--- src/rtl/led_step_ctrl.sv ---
// Step-strobe generator for the 8-bit LED shifter: conditions three push-buttons
// and turns the board clock into step strobes with a selectable rate, direction and run state.
module led_step_ctrl #(
  parameter int DEB_CYCLES = 1_000_000,
  parameter int BASE_DIV   = 6_250_000
) (
  input  logic       clk,
  input  logic       rst,
  input  logic       btn_speed,
  input  logic       btn_dir,
  input  logic       btn_pause,
  output logic       step,
  output logic       dir,
  output logic [1:0] speed,
  output logic       running
);

  localparam int PW = $clog2(BASE_DIV);
  localparam int DW = (DEB_CYCLES > 1) ? $clog2(DEB_CYCLES) : 1;

  localparam int B_SPEED = 0;
  localparam int B_DIR   = 1;
  localparam int B_PAUSE = 2;

  typedef enum logic {
    ST_RUN   = 1'b0,
    ST_PAUSE = 1'b1
  } run_state_e;

  logic [2:0]    btn_raw;
  logic [2:0]    sync1_q;
  logic [2:0]    sync2_q;
  logic [2:0]    deb_q;
  logic [2:0]    deb_d;
  logic [2:0]    deb_prev_q;
  logic [2:0]    press;
  logic [DW-1:0] deb_cnt_q [3];
  logic [DW-1:0] deb_cnt_d [3];

  run_state_e    state_q;
  run_state_e    state_d;

  logic          dir_q;
  logic          dir_d;
  logic [1:0]    speed_q;
  logic [1:0]    speed_d;
  logic [PW-1:0] presc_q;
  logic [PW-1:0] presc_d;
  logic [PW-1:0] period_m1;
  logic          step_q;
  logic          step_d;

  assign btn_raw = {btn_pause, btn_dir, btn_speed};

  // Two-flop synchroniser; reset too, so a held button re-debounces from 0.
  always_ff @(posedge clk) begin
    if (rst) begin
      sync1_q <= '0;
      sync2_q <= '0;
    end else begin
      sync1_q <= btn_raw;
      sync2_q <= sync1_q;
    end
  end

  // A level is accepted only after DEB_CYCLES consecutive disagreeing samples.
  always_comb begin
    for (int i = 0; i < 3; i++) begin
      deb_d[i]     = deb_q[i];
      deb_cnt_d[i] = '0;
      if (sync2_q[i] != deb_q[i]) begin
        if (deb_cnt_q[i] == DW'(DEB_CYCLES - 1)) begin
          deb_d[i] = sync2_q[i];
        end else begin
          deb_cnt_d[i] = deb_cnt_q[i] + DW'(1);
        end
      end
    end
  end

  always_ff @(posedge clk) begin
    if (rst) begin
      deb_q      <= '0;
      deb_prev_q <= '0;
      for (int i = 0; i < 3; i++) begin
        deb_cnt_q[i] <= '0;
      end
    end else begin
      deb_q      <= deb_d;
      deb_prev_q <= deb_q;
      for (int i = 0; i < 3; i++) begin
        deb_cnt_q[i] <= deb_cnt_d[i];
      end
    end
  end

  assign press = deb_q & ~deb_prev_q;

  // Run/pause FSM: state register.
  always_ff @(posedge clk) begin
    if (rst) begin
      state_q <= ST_RUN;
    end else begin
      state_q <= state_d;
    end
  end

  // Run/pause FSM: next state.
  always_comb begin
    state_d = state_q;
    if (press[B_PAUSE]) begin
      state_d = (state_q == ST_RUN) ? ST_PAUSE : ST_RUN;
    end
  end

  // Run/pause FSM: outputs.
  always_comb begin
    running = (state_q == ST_RUN);
  end

  always_comb begin
    dir_d   = dir_q;
    speed_d = speed_q;
    if (press[B_DIR]) begin
      dir_d = ~dir_q;
    end
    if (press[B_SPEED]) begin
      speed_d = speed_q + 2'd1;
    end
  end

  always_comb begin
    period_m1 = PW'((BASE_DIV >> speed_q) - 1);
  end

  // The prescaler follows the pre-press run state, so a pause press on the
  // wrap cycle still emits that step; a speed press beats the wrap.
  always_comb begin
    presc_d = presc_q;
    step_d  = 1'b0;
    if (press[B_SPEED]) begin
      presc_d = '0;
    end else if (state_q == ST_RUN) begin
      if (presc_q >= period_m1) begin
        presc_d = '0;
        step_d  = 1'b1;
      end else begin
        presc_d = presc_q + PW'(1);
      end
    end
  end

  always_ff @(posedge clk) begin
    if (rst) begin
      dir_q   <= 1'b0;
      speed_q <= 2'd0;
      presc_q <= '0;
      step_q  <= 1'b0;
    end else begin
      dir_q   <= dir_d;
      speed_q <= speed_d;
      presc_q <= presc_d;
      step_q  <= step_d;
    end
  end

  assign step  = step_q;
  assign dir   = dir_q;
  assign speed = speed_q;

endmodule

--- config.mk ---
export PLATFORM = sky130hd
export DESIGN_NAME = led_step_ctrl
export DESIGN_NICKNAME = d
export VERILOG_FILES = /design/src/rtl/led_step_ctrl.sv
export SDC_FILE = /design/constraint.sdc
export NUM_CORES = 1
export LEC_CHECK = 0
export CAP_MARGIN = 20
export CORE_MARGIN = 3
export CORE_UTILIZATION = 55
export CTS_BUF_LIST = sky130_fd_sc_hd__clkbuf_4
export DETAILED_ROUTE_END_ITERATION = 7
export PLACE_DENSITY = 0.72
export SYNTH_ARGS = -nofsm -noshare
export SYNTH_HDL_FRONTEND = slang
export SYNTH_SLANG_ARGS = --single-unit
--- constraint.sdc ---
create_clock -name clk -period 3.66 [get_ports clk]
set_clock_uncertainty 0.15 [all_clocks]
set_input_delay 0.732 -clock clk [delete_from_list [all_inputs] [get_ports clk]]
set_output_delay 0.732 -clock clk [all_outputs]
set_load 0.03 [all_outputs]
==> flow_summary.json <==
{
  "viasPerCell": 5.44,
  "finalNonFillerCells": 668,
  "dr.pass1.iters": 5,
  "async_reset_ff_frac": 0,
  "period_needed_ps": 3230,
  "synthAdderAreaFrac": 0.0800,
  "synth.area.mux_share": 0.00620,
  "dp_slack_ps": 326,
  "drive_gt1_frac": 0.0373,
  "synth_cell_types": 42,
  "cp-start-kind": "flip-flop",
  "grt.total_usage": 0.190,
  "syn_area_um2": 4850,
  "final_core_utilization": 0.612,
  "leakage_uw": 0.00179,
  "clk_latency_ps": 450,
  "vias": 3634,
  "setup_ws_ps": 425,
  "dieHeight_um": 99.9,
  "fillers": 750,
  "crit_top_cell": "ha_1",
  "clock-sinks": 100,
  "grt_overflow": 0,
  "hp-class": "reg2reg",
  "setup_viol": 0,
  "wirelength_um": 8790,
  "cts_tree": "yes",
  "arrival_ps": 3460,
  "htreeDepth": 3,
  "cap_violations": 0,
  "cts-root-buf": "clkbuf_4",
  "timing.final.crit_share": 0.884,
  "gp_congestion": 0.892,
  "initial_core_util": 0.578,
  "endpoint_kind": "flip-flop",
  "synthCells": 553,
  "syn_area_per_cell_um2": 8.77,
  "crit_path_max_fanout": 19,
  "wl_per_cell_um": 13.2,
  "dieWidth_um": 99.9,
  "clockBufferDepth": 2,
  "ys_warn_count": 0,
  "worst_slew_pin_slew_ps": 673,
  "rows": 33,
  "ir_drop_v": 0.000194,
  "synth_compound_area_frac": 0.0374,
  "synth_top_family_by_area": "simple AND/OR/NAND/NOR gates",
  "synth_xor_area_frac": 0.141,
  "ys_seq_area_frac": 0.413,
  "fin_nets": 595,
  "slowest_delay_ps": 530,
  "grt_pass1_vias": 3469,
  "p_per_area_nw_per_um2": 322,
  "grt_pass1_wl_um": 15500,
  "outcome": "finished, final reports clean",
  "dp.final_hpwl_um": 6250,
  "area_delta_synth_final_pct": 5.86,
  "grt_antenna_before_repair": 0,
  "path_cells": "inv_1 > ha_1 > inv_1 > ha_1 > nand2_1 > ha_1 > and4b_1 > and3_1 > a31oi_1 > and3_1 > a21oi_4 > buf_12 > nor3_1",
  "multi_input_area_um2": 2700,
  "finalHoldViolCount": 0,
  "syn-num-nets": 589,
  "fmax_ghz": 0.309,
  "num_antenna_cells": 0,
  "port_buffers": 9,
  "synth_seq_cells": 100,
  "hold_ws_ps": 303,
  "io_pins": 10,
  "cpMaxStageDelayCell": "dfxtp_1",
  "final-seq-area_um2": 2000,
  "crit_required_ps": 3880,
  "first_iter_violations": 185,
  "grt_max_degree": 21,
  "ant_nets": 0,
  "core_um2": 8380,
  "rsz0062_at_grt": "false",
  "path_class": "reg2reg",
  "synth_edf_count": 0,
  "drv_slew": 0,
  "route.detailed.drc": 0,
  "synth_ff_type": "dfxtp_1",
  "die_area_um2": 9980,
  "cts-buffers-inserted": 9,
  "synth_simple_gate_area_frac": 0.291,
  "placed_cells": 652,
  "tns_ps": 0,
  "maxSlewHeadroom": 0.552,
  "path_clk_slew_ps": 150
}
[routing by layer]
metal  GRT usage  routed length, µm  up-vias
met5           0                  0        -
met4      0.0630                123        0
met3      0.0431                393       12
met2       0.310               3950       49
met1       0.247               4330     1678
li1            -                  -     1895
[metrics by stage]
stage | instance area (µm²) | power [µW]
4_1_cts | 5110 | 1680
3_5_place_dp | 5000 | 1160
2_1_floorplan | 4850 | 1150
6_report | 5130 | 1650
3_3_place_gp | 5000 | 1160
5_1_grt | 5130 | 1720
[critical path: cells and delay by family (launching register included)]
kind                     cells  cell delay [ps]
AND/OR/NAND/NOR              5             1010
adder cells (fa/ha/maj)      3              760
flip-flops                   1              530
buffers and inverters        3              430
AO/OA/AOI/OAI                2              280
[final timing paths]
path	slack [ps]	endpoint	cells past startpoint	start
max	430	presc_q[20]	13	speed[0]
min	300	sync2_q[1]	1	sync1_q[1]
min reg2reg	300	sync2_q[1]	1	sync1_q[1]
max reg2reg	430	presc_q[20]	13	speed[0]
[cell type report]
cell class,instances,area share
clock buffers,10,0.0146
flip-flops and latches,100,0.390
well taps,105,0.0256
inverters,17,0.0124
repair buffers,12,0.0244
multi-input cells,419,0.526
clock inverters,5,0.00707
[synth_stat cells, types with 2 or more instances]
cell | instances | area, µm²
clkbuf_1 | 13 | 48.8
nand2_1 | 35 | 131
nand4_1 | 17 | 106
and3_1 | 11 | 68.8
nor3b_1 | 6 | 45.0
a21oi_1 | 9 | 45.0
inv_1 | 17 | 63.8
and2_1 | 4 | 25.0
buf_6 | 2 | 22.5
a21o_1 | 4 | 30.0
or3_1 | 5 | 31.3
nor4_1 | 6 | 37.5
mux2i_1 | 3 | 30.0
nor2b_1 | 19 | 119
xor2_1 | 42 | 368
and4_1 | 10 | 87.6
xnor2_1 | 36 | 315
nor4b_1 | 3 | 26.3
or2_2 | 2 | 12.5
nor2_1 | 87 | 327
o21ai_0 | 4 | 20.0
dfxtp_1 | 100 | 2000
ha_1 | 31 | 388
nor3_1 | 25 | 125
nand3_1 | 43 | 215
a31oi_1 | 3 | 18.8
[registers in the layout, indices dropped and copies added, names as in the netlist]
register / flops
state_q: 1
sync2_q: 3
dir: 1
deb_cnt_q: 60
presc_q: 23
deb_q: 3
sync1_q: 3
deb_prev_q: 3
speed: 2
step: 1
[cell usage in the layout, fill, tap and decap left out, drive strengths merged, types with 17 or more instances in the layout]
cell   count
nor2      87
dfxtp    100
ha        31
inv       19
xor2      42
nand4     17
nand3     43
nand2     35
nor2b     19
nor3      25
xnor2     36
[where the power goes]
group | leakage [µW] | internal [µW] | switching (µW)
clock network | 0.0000569 | 147 | 367
logic | 0.000930 | 14.7 | 20.1
registers | 0.000807 | 1100 | 8.61
total | 0.00179 | 1260 | 396
[logic make-up (layout without fill, tap and decap cells)]
family,after synthesis,after routing
and+or+nand+nor,279,279
xor gates and xnor gates,78,78
adders and majority gates,31,31
muxes,3,3
DFF,100,100
AOI/OAI and AO/OA,27,27
other,1,1
buffers and inverters,34,44
[repair_timing]
item / 4_1_cts / 5_1_grt
setup buffers: 0 / 1
setup endpoints to repair: 0 / 11
hold endpoints to repair: 0 / 0
hold buffers: 0 / 0
gates resized for setup: 0 / 0
No activity file was read; power rests on OpenSTA's default activity.
